===== src/rtl/ps2_mouse_init_seq.sv =====
// PS/2 mouse host controller: runs the init command sequence, then frames stream-mode packets.
// Build option: define WHEEL_DETECT_EN to probe for a wheel mouse and accept 4-byte packets.
module ps2_mouse_init_seq #(
  parameter int unsigned TIMEOUT_CYCLES = 25000000,
  parameter int unsigned GAP_CYCLES     = 100000,
  parameter logic [7:0]  SAMPLE_RATE    = 8'd100,
  parameter int unsigned MAX_RETRIES    = 3
) (
  input  logic       clk,
  input  logic       reset,
  input  logic       restart,
  output logic [7:0] tx_data,
  output logic       tx_req,
  input  logic       tx_ack,
  input  logic       tx_err,
  input  logic [7:0] rx_data,
  input  logic       rx_valid,
  output logic       init_done,
  output logic       init_error,
  output logic       pkt_valid,
  output logic [2:0] pkt_buttons,
  output logic [8:0] pkt_dx,
  output logic [8:0] pkt_dy,
  output logic [1:0] pkt_ovf,
  output logic [3:0] pkt_dz,
  output logic       wheel_present,
  output logic       sync_error
);
  localparam int TW = (TIMEOUT_CYCLES > 1) ? $clog2(TIMEOUT_CYCLES) : 1;
  localparam int GW = (GAP_CYCLES > 1) ? $clog2(GAP_CYCLES) : 1;
  localparam logic [TW-1:0] TMO_LAST = TW'(TIMEOUT_CYCLES - 1);
  localparam logic [GW-1:0] GAP_LAST = GW'(GAP_CYCLES - 1);
`ifdef WHEEL_DETECT_EN
  localparam logic [3:0] LAST_STEP = 4'd10;
  localparam logic [3:0] ID_STEP   = 4'd9;
`else
  localparam logic [3:0] LAST_STEP = 4'd3;
`endif

  typedef enum logic [2:0] {SEND, WAIT_TX, WAIT_ACK, WAIT_BAT, WAIT_ID, STREAM, ERROR} state_t;

  state_t        state_q, state_d;
  logic [3:0]    step_q, step_d;
  logic [7:0]    retry_q, retry_d;
  logic [1:0]    resend_q, resend_d;
  logic [TW-1:0] tmo_q, tmo_d;
  logic          tx_req_q, tx_req_d;
  logic [7:0]    tx_data_q, tx_data_d;
  logic          fail, timed_out;
  logic [1:0]    idx_q, idx_d, last_idx;
  logic [GW-1:0] gap_q, gap_d;
  logic [6:0]    hdr_q, hdr_d;
  logic [7:0]    b1_q, b1_d;
  logic          pkt_valid_q, pkt_valid_d, sync_q, sync_d;
  logic [2:0]    buttons_q, buttons_d;
  logic [8:0]    dx_q, dx_d, dy_q, dy_d;
  logic [1:0]    ovf_q, ovf_d;
`ifdef WHEEL_DETECT_EN
  logic          wheel_q, wheel_d;
  logic [7:0]    b2_q, b2_d;
  logic [3:0]    dz_q, dz_d;
`endif

  function automatic logic [7:0] cmd_at(input logic [3:0] s);
    case (s)
      4'd0:    cmd_at = 8'hFF;
      4'd1:    cmd_at = 8'hF3;
      4'd2:    cmd_at = SAMPLE_RATE;
`ifdef WHEEL_DETECT_EN
      4'd3, 4'd5, 4'd7: cmd_at = 8'hF3;
      4'd4:    cmd_at = 8'hC8;
      4'd6:    cmd_at = 8'h64;
      4'd8:    cmd_at = 8'h50;
      4'd9:    cmd_at = 8'hF2;
`endif
      default: cmd_at = 8'hF4;
    endcase
  endfunction

  assign timed_out = (tmo_q == TMO_LAST);

  always_comb begin
    state_d   = state_q;
    step_d    = step_q;
    retry_d   = retry_q;
    resend_d  = resend_q;
    tx_req_d  = tx_req_q;
    tx_data_d = tx_data_q;
    fail      = 1'b0;
`ifdef WHEEL_DETECT_EN
    wheel_d   = wheel_q;
`endif
    case (state_q)
      SEND: begin
        tx_data_d = cmd_at(step_q);
        tx_req_d  = 1'b1;
        state_d   = WAIT_TX;
      end
      WAIT_TX: begin
        if (tx_ack) begin
          tx_req_d = 1'b0;
          state_d  = WAIT_ACK;
        end else if (tx_err || timed_out) begin
          tx_req_d = 1'b0;
          fail     = 1'b1;
        end
      end
      WAIT_ACK: begin
        if (rx_valid) begin
          if (rx_data == 8'hFA) begin
            resend_d = 2'd0;
            if (step_q == 4'd0) state_d = WAIT_BAT;
`ifdef WHEEL_DETECT_EN
            else if (step_q == ID_STEP) state_d = WAIT_ID;
`endif
            else if (step_q == LAST_STEP) state_d = STREAM;
            else begin
              step_d  = step_q + 4'd1;
              state_d = SEND;
            end
          end else if (rx_data == 8'hFE && resend_q != 2'd2) begin
            resend_d = resend_q + 2'd1;
            state_d  = SEND;
          end else begin
            fail = 1'b1;
          end
        end else if (timed_out) begin
          fail = 1'b1;
        end
      end
      WAIT_BAT: begin
        if (rx_valid) begin
          if (rx_data == 8'hAA) state_d = WAIT_ID;
          else fail = 1'b1;
        end else if (timed_out) begin
          fail = 1'b1;
        end
      end
      WAIT_ID: begin
        if (rx_valid) begin
`ifdef WHEEL_DETECT_EN
          // Device ID after F2: only 0x03 means the wheel protocol was unlocked.
          if (step_q == ID_STEP) begin
            wheel_d = (rx_data == 8'h03);
            step_d  = step_q + 4'd1;
            state_d = SEND;
          end else
`endif
          if (rx_data == 8'h00) begin
            step_d  = 4'd1;
            state_d = SEND;
          end else begin
            fail = 1'b1;
          end
        end else if (timed_out) begin
          fail = 1'b1;
        end
      end
      default: ;
    endcase
    if (fail) begin
      step_d   = 4'd0;
      resend_d = 2'd0;
`ifdef WHEEL_DETECT_EN
      wheel_d  = 1'b0;
`endif
      if (retry_q == 8'(MAX_RETRIES)) state_d = ERROR;
      else begin
        retry_d = retry_q + 8'd1;
        state_d = SEND;
      end
    end
    tmo_d = (state_d != state_q) ? '0 : tmo_q + TW'(1);
  end

  // Stream-mode framing: byte 1 must carry the always-one bit 3 to start a packet.
  always_comb begin
    idx_d       = idx_q;
    gap_d       = gap_q;
    hdr_d       = hdr_q;
    b1_d        = b1_q;
    sync_d      = 1'b0;
    pkt_valid_d = 1'b0;
    buttons_d   = buttons_q;
    dx_d        = dx_q;
    dy_d        = dy_q;
    ovf_d       = ovf_q;
`ifdef WHEEL_DETECT_EN
    b2_d        = b2_q;
    dz_d        = dz_q;
    last_idx    = wheel_q ? 2'd3 : 2'd2;
`else
    last_idx    = 2'd2;
`endif
    if (state_q == STREAM) begin
      if (rx_valid) begin
        gap_d = '0;
        if (idx_q == 2'd0 && !rx_data[3]) begin
          sync_d = 1'b1;
        end else if (idx_q == last_idx) begin
          idx_d       = 2'd0;
          pkt_valid_d = 1'b1;
          buttons_d   = hdr_q[2:0];
          ovf_d       = hdr_q[6:5];
          dx_d        = {hdr_q[3], b1_q};
`ifdef WHEEL_DETECT_EN
          if (wheel_q) begin
            dy_d = {hdr_q[4], b2_q};
            dz_d = rx_data[3:0];
          end else begin
            dy_d = {hdr_q[4], rx_data};
            dz_d = 4'd0;
          end
`else
          dy_d = {hdr_q[4], rx_data};
`endif
        end else begin
          idx_d = idx_q + 2'd1;
          if (idx_q == 2'd0) hdr_d = {rx_data[7:4], rx_data[2:0]};
          if (idx_q == 2'd1) b1_d = rx_data;
`ifdef WHEEL_DETECT_EN
          if (idx_q == 2'd2) b2_d = rx_data;
`endif
        end
      end else if (idx_q != 2'd0) begin
        if (gap_q == GAP_LAST) begin
          idx_d = 2'd0;
          gap_d = '0;
        end else begin
          gap_d = gap_q + GW'(1);
        end
      end
    end
  end

  always_ff @(posedge clk) begin
    if (reset || restart) begin
      state_q     <= SEND;
      step_q      <= 4'd0;
      retry_q     <= 8'd0;
      resend_q    <= 2'd0;
      tmo_q       <= '0;
      tx_req_q    <= 1'b0;
      tx_data_q   <= 8'd0;
      idx_q       <= 2'd0;
      gap_q       <= '0;
      hdr_q       <= 7'd0;
      b1_q        <= 8'd0;
      pkt_valid_q <= 1'b0;
      sync_q      <= 1'b0;
      buttons_q   <= 3'd0;
      dx_q        <= 9'd0;
      dy_q        <= 9'd0;
      ovf_q       <= 2'd0;
`ifdef WHEEL_DETECT_EN
      wheel_q     <= 1'b0;
      b2_q        <= 8'd0;
      dz_q        <= 4'd0;
`endif
    end else begin
      state_q     <= state_d;
      step_q      <= step_d;
      retry_q     <= retry_d;
      resend_q    <= resend_d;
      tmo_q       <= tmo_d;
      tx_req_q    <= tx_req_d;
      tx_data_q   <= tx_data_d;
      idx_q       <= idx_d;
      gap_q       <= gap_d;
      hdr_q       <= hdr_d;
      b1_q        <= b1_d;
      pkt_valid_q <= pkt_valid_d;
      sync_q      <= sync_d;
      buttons_q   <= buttons_d;
      dx_q        <= dx_d;
      dy_q        <= dy_d;
      ovf_q       <= ovf_d;
`ifdef WHEEL_DETECT_EN
      wheel_q     <= wheel_d;
      b2_q        <= b2_d;
      dz_q        <= dz_d;
`endif
    end
  end

  assign tx_data     = tx_data_q;
  assign tx_req      = tx_req_q;
  assign init_done   = (state_q == STREAM);
  assign init_error  = (state_q == ERROR);
  assign pkt_valid   = pkt_valid_q;
  assign pkt_buttons = buttons_q;
  assign pkt_dx      = dx_q;
  assign pkt_dy      = dy_q;
  assign pkt_ovf     = ovf_q;
  assign sync_error  = sync_q;
`ifdef WHEEL_DETECT_EN
  assign pkt_dz        = dz_q;
  assign wheel_present = wheel_q;
`else
  assign pkt_dz        = 4'd0;
  assign wheel_present = 1'b0;
`endif
endmodule


===== config.mk =====
export PLATFORM = sky130hd
export DESIGN_NAME = ps2_mouse_init_seq
export DESIGN_NICKNAME = d
export VERILOG_FILES = /design/src/rtl/ps2_mouse_init_seq.sv
export SDC_FILE = /design/constraint.sdc
export NUM_CORES = 1
export LEC_CHECK = 0
export ABC_CLOCK_PERIOD_IN_PS = 3800
export BUFFER_PORTS_ARGS = -buffer_cell sky130_fd_sc_hd__buf_4
export CORE_AREA = 2 2 102 104
export CTS_BUF_LIST = sky130_fd_sc_hd__clkbuf_16
export DETAILED_ROUTE_END_ITERATION = 8
export DIE_AREA = 0 0 104 106
export PLACE_DENSITY = 0.8
export SETUP_SLACK_MARGIN = 0.02
export SKIP_CTS_REPAIR_TIMING = 1
export SYNTH_ARGS = -nofsm -noshare
export SYNTH_HDL_FRONTEND = slang
export SYNTH_SLANG_ARGS = --single-unit

===== constraint.sdc =====
create_clock -name clk -period 3.8 [get_ports clk]
set_input_delay 0.76 -clock clk [delete_from_list [all_inputs] [get_ports clk]]
set_output_delay 0.76 -clock clk [all_outputs]
set_load 0.05 [all_outputs]

==> results.md <==
* CTS max path bufs at 2
* Vias/cell at 6.263
* CP bufs+invs at 2
* Gpl congestion at 0.8425
* VDD IR max at 217.1 uV
* FF-to-FF path depth at 7
* Min Tclk post-route at 3170 ps
* Crit path depth at 8
* Mux contribution to synthesized area at 7.556%
* Critical Path RT at 4070 ps
* Synth Flop Type: dfxtp_1
* Root buffer cell: clkbuf_16
* Final ANT Viol Nets at 0
* Top fanout value on the critical path at 28
* Hold Vio Cnt, Final at 0
* Part of the cycle the worst path needs at 83.41%
* Status: finished clean
* GRT met1 Usage at 32.99%
* Final worst slack at 630.4 ps
* Total global-route track usage at 25.18%
* Synth Area in Simple Gates at 24.35%
* Worst min-delay path class: reg -> reg
* Final wirelength at 13.74 mm
* Synth Area in XOR/XNOR at 4.172%
* Die height at 106 um
* Mapped Area at 5878 um^2
* HPWL Detailed at 8.880 mm
* Clk slew on worst S/H paths at 70 ps
* Share of layout cells above drive strength 1 at 11.17%
* Die Wd at 104 um
* Seq/Total Area, Yosys at 36.44%
* Largest family of logic cells by synthesized area: simple AND/OR/NAND/NOR gates
* Placed insts at 836
* Yosys warnings at 0
* Worst Path Arrival at 3440 ps
* H-tree levels at 3
* Final slew viol count at 0
* Most frequent CP cell: buf_4
* Clock skew at 7.810 ps
* Area Growth Syn to Fin at 10.69%
* # clock sinks at 107
* Input/output buffers at 49
* Async set or reset register ratio after synthesis at 0%
* Vias in the first global route at 4886
* Yosys top cell area share at 36.44%
* Max_cap viols at 0
* Placeable Area at 10000 um^2
* Num CTS Buffers at 9
* Max_slew headroom at 34.51%
* Top cells by area, synth: dfxtp_1 (36%), o221ai_1 (7.4%), mux2i_1 (7.0%)
* Reg2reg end: tmo_q[24]
* DRC viols at 0
* Synth Area in Compound Gates at 19.77%
* DR pass1 iterations at 5
* Hold Path Origin: b1_q[5]
* Number of synthesized flops with an enable pin at 0
* Busiest grt layer: met2
* Startpoint types: primary input
* Final Setup Violations at 0
* DR vias at 5336
* Crit Path Class: in -> reg
* Initial DRC Count at 426
* Clk_lat worst skew at 340 ps
* Starting Density at 58.78%
* Fmax at 0.3155 GHz
* Mean post-synth cell area at 8.338 um^2
* Top Ports at 55
* Commonest cells post-synth: dfxtp_1 (107), nand2_1 (72), nor2_1 (66), a21oi_1 (55), clkbuf_1 (51)
* Pleak at 0.002080 uW
* Placement Rows at 37
* CP Cell Sequence: buf_4, nor4_1, nand3_1, a22oi_1, o22a_2, mux2i_4, buf_4, mux2i_1
* Family with the most delay on the worst path: compound AO/OA/AOI/OAI gates
* Largest net degree at the start of global routing at 60
* Slowest cell on the critical path: o22a_2
* CP Capture Type: flop
* CP Capture Point: tmo_q[24]
* Worst hold slack at 453.9 ps
* Cell type with the highest aggregate area in the netlist: dfxtp_1
* Crit path from: rx_data[1]
* Global-route wire length before repair at 23.29 mm
* Met3 global-route usage at 3.372%
* Gr ovfl total at 0
* Fin nets at 733
* PwrDens at 354.8 nW/um^2
* Die footprint at 11020 um^2
* Power after layout at 2308 uW
* Top-count cell post-synth: dfxtp_1
* R2R setup slack at 790 ps
* Synth Register Bits at 107
* GR Layer Usage met2 at 42.15%
* Adder-cell share of the synthesized area at 1.703%
* Worst slack at placement at 356.7 ps
* R2r startpoint: state_q[0]
* Slew @ Worst Pin at 975.8 ps
* CP peak stage delay at 500 ps
* CTS tree: done
* Setup TNS at 0 ps
* DR WL/cell at 16.12 um
* Post-route insts no fill at 852
* Syn Inst Count at 705
* Number of diodes at 0
* RSZ-0062 raised after global routing: false
* Netlist cell types at 60
* Initial antenna violation count at 0
through the flow:
| stage | utilization [%] | instance area [um^2] |
|---|---|---|
| floorplan | - | 5893 |
| global placement | 61.97 | 6197 |
| detailed placement | 61.97 | 6197 |
| CTS | 65.07 | 6506 |
| global route | 65.07 | 6506 |
| finish | 65.07 | 6506 |
final cells by class:
type / count / area (um^2)
Sequential cell: 107 / 2142
Clock inverter: 7 / 83.83
Inverter: 9 / 33.78
Timing Repair Buffer: 57 / 427.9
Tap cell: 136 / 170.2
Clock buffer: 9 / 225.2
Multi-Input combinational cell: 527 / 3423
Fill cell: 840 / 3493
worst register-to-register path, cell delays in order, from the launching register on:
cell and delay (ps):
dfxtp_1 640, nor4b_1 350, o311ai_1 200, a22oi_1 270, o22a_2 500, mux2i_4 300
buf_4 430, mux2i_1 260
cells in the final DEF, fill, tap and decap left out, types with 5 or more instances in the layout:
cell type  Yosys  layout
mux2i_1       41      41
a21boi_0      12      12
nor3b_1        5       5
and2_1         6       6
or3_1         10      10
and3_1         6       6
buf_4          8      57
nor2b_1       16      16
and4_1         7       7
nor2_1        66      65
o21ai_0       17      17
dfxtp_1      107     107
nand2_1       72      72
conb_1         1       5
clkbuf_16      0       9
or4_1         12      12
xnor2_1        7       7
nor4_1         5       5
nand3_1       19      19
o31ai_1       12      12
inv_1          8       9
o221ai_1      50      50
nor3_1         8       8
xor2_1        21      21
nand4_1       17      17
ha_1           8       8
a21oi_1       55      55
how the worst min path moves through the flow:
stage	slack, ps	depth (start not counted)	end
finish	450	2	pkt_dx[5]
global route	470	2	pkt_dx[5]
CTS	460	2	pkt_dx[5]
detailed placement	450	2	pkt_dx[4]
global placement	440	2	pkt_dx[4]
floorplan	430	2	pkt_ovf[0]
sequential cells by signal (all words and copies together) (netlist names):
signal and flops:
pkt_buttons 3, state_q 3, step_q 4, b1_q 8, pkt_ovf 2, pkt_dy 9, pkt_valid 1, idx_q 2
retry_q 8, tx_data 5, sync_error 1, hdr_q 7, gap_q 17, resend_q 2, tx_req 1, pkt_dx 9
tmo_q 25
cell families after synthesis:
group | after synthesis
compound gates | 170
xor+xnor | 28
fa+ha+maj | 8
buf+inv | 75
flops | 107
mux | 43
other cells | 1
simple gates | 273
metal layers:
metal / wire, um / vias up
met2: 6769 / 158
li1: - / 2592
met1: 6072 / 2565
met4: 256 / 0
met5: 0 / -
met3: 637 / 21
report_power, final:
group | internal [uW] | switching [uW] | total, uW
sequential | 1130 | 10.0 | 1140
clock | 569 | 402 | 972
combinational | 55.1 | 144 | 199
total | 1750 | 556 | 2310
No activity file was read; power rests on OpenSTA's default activity.
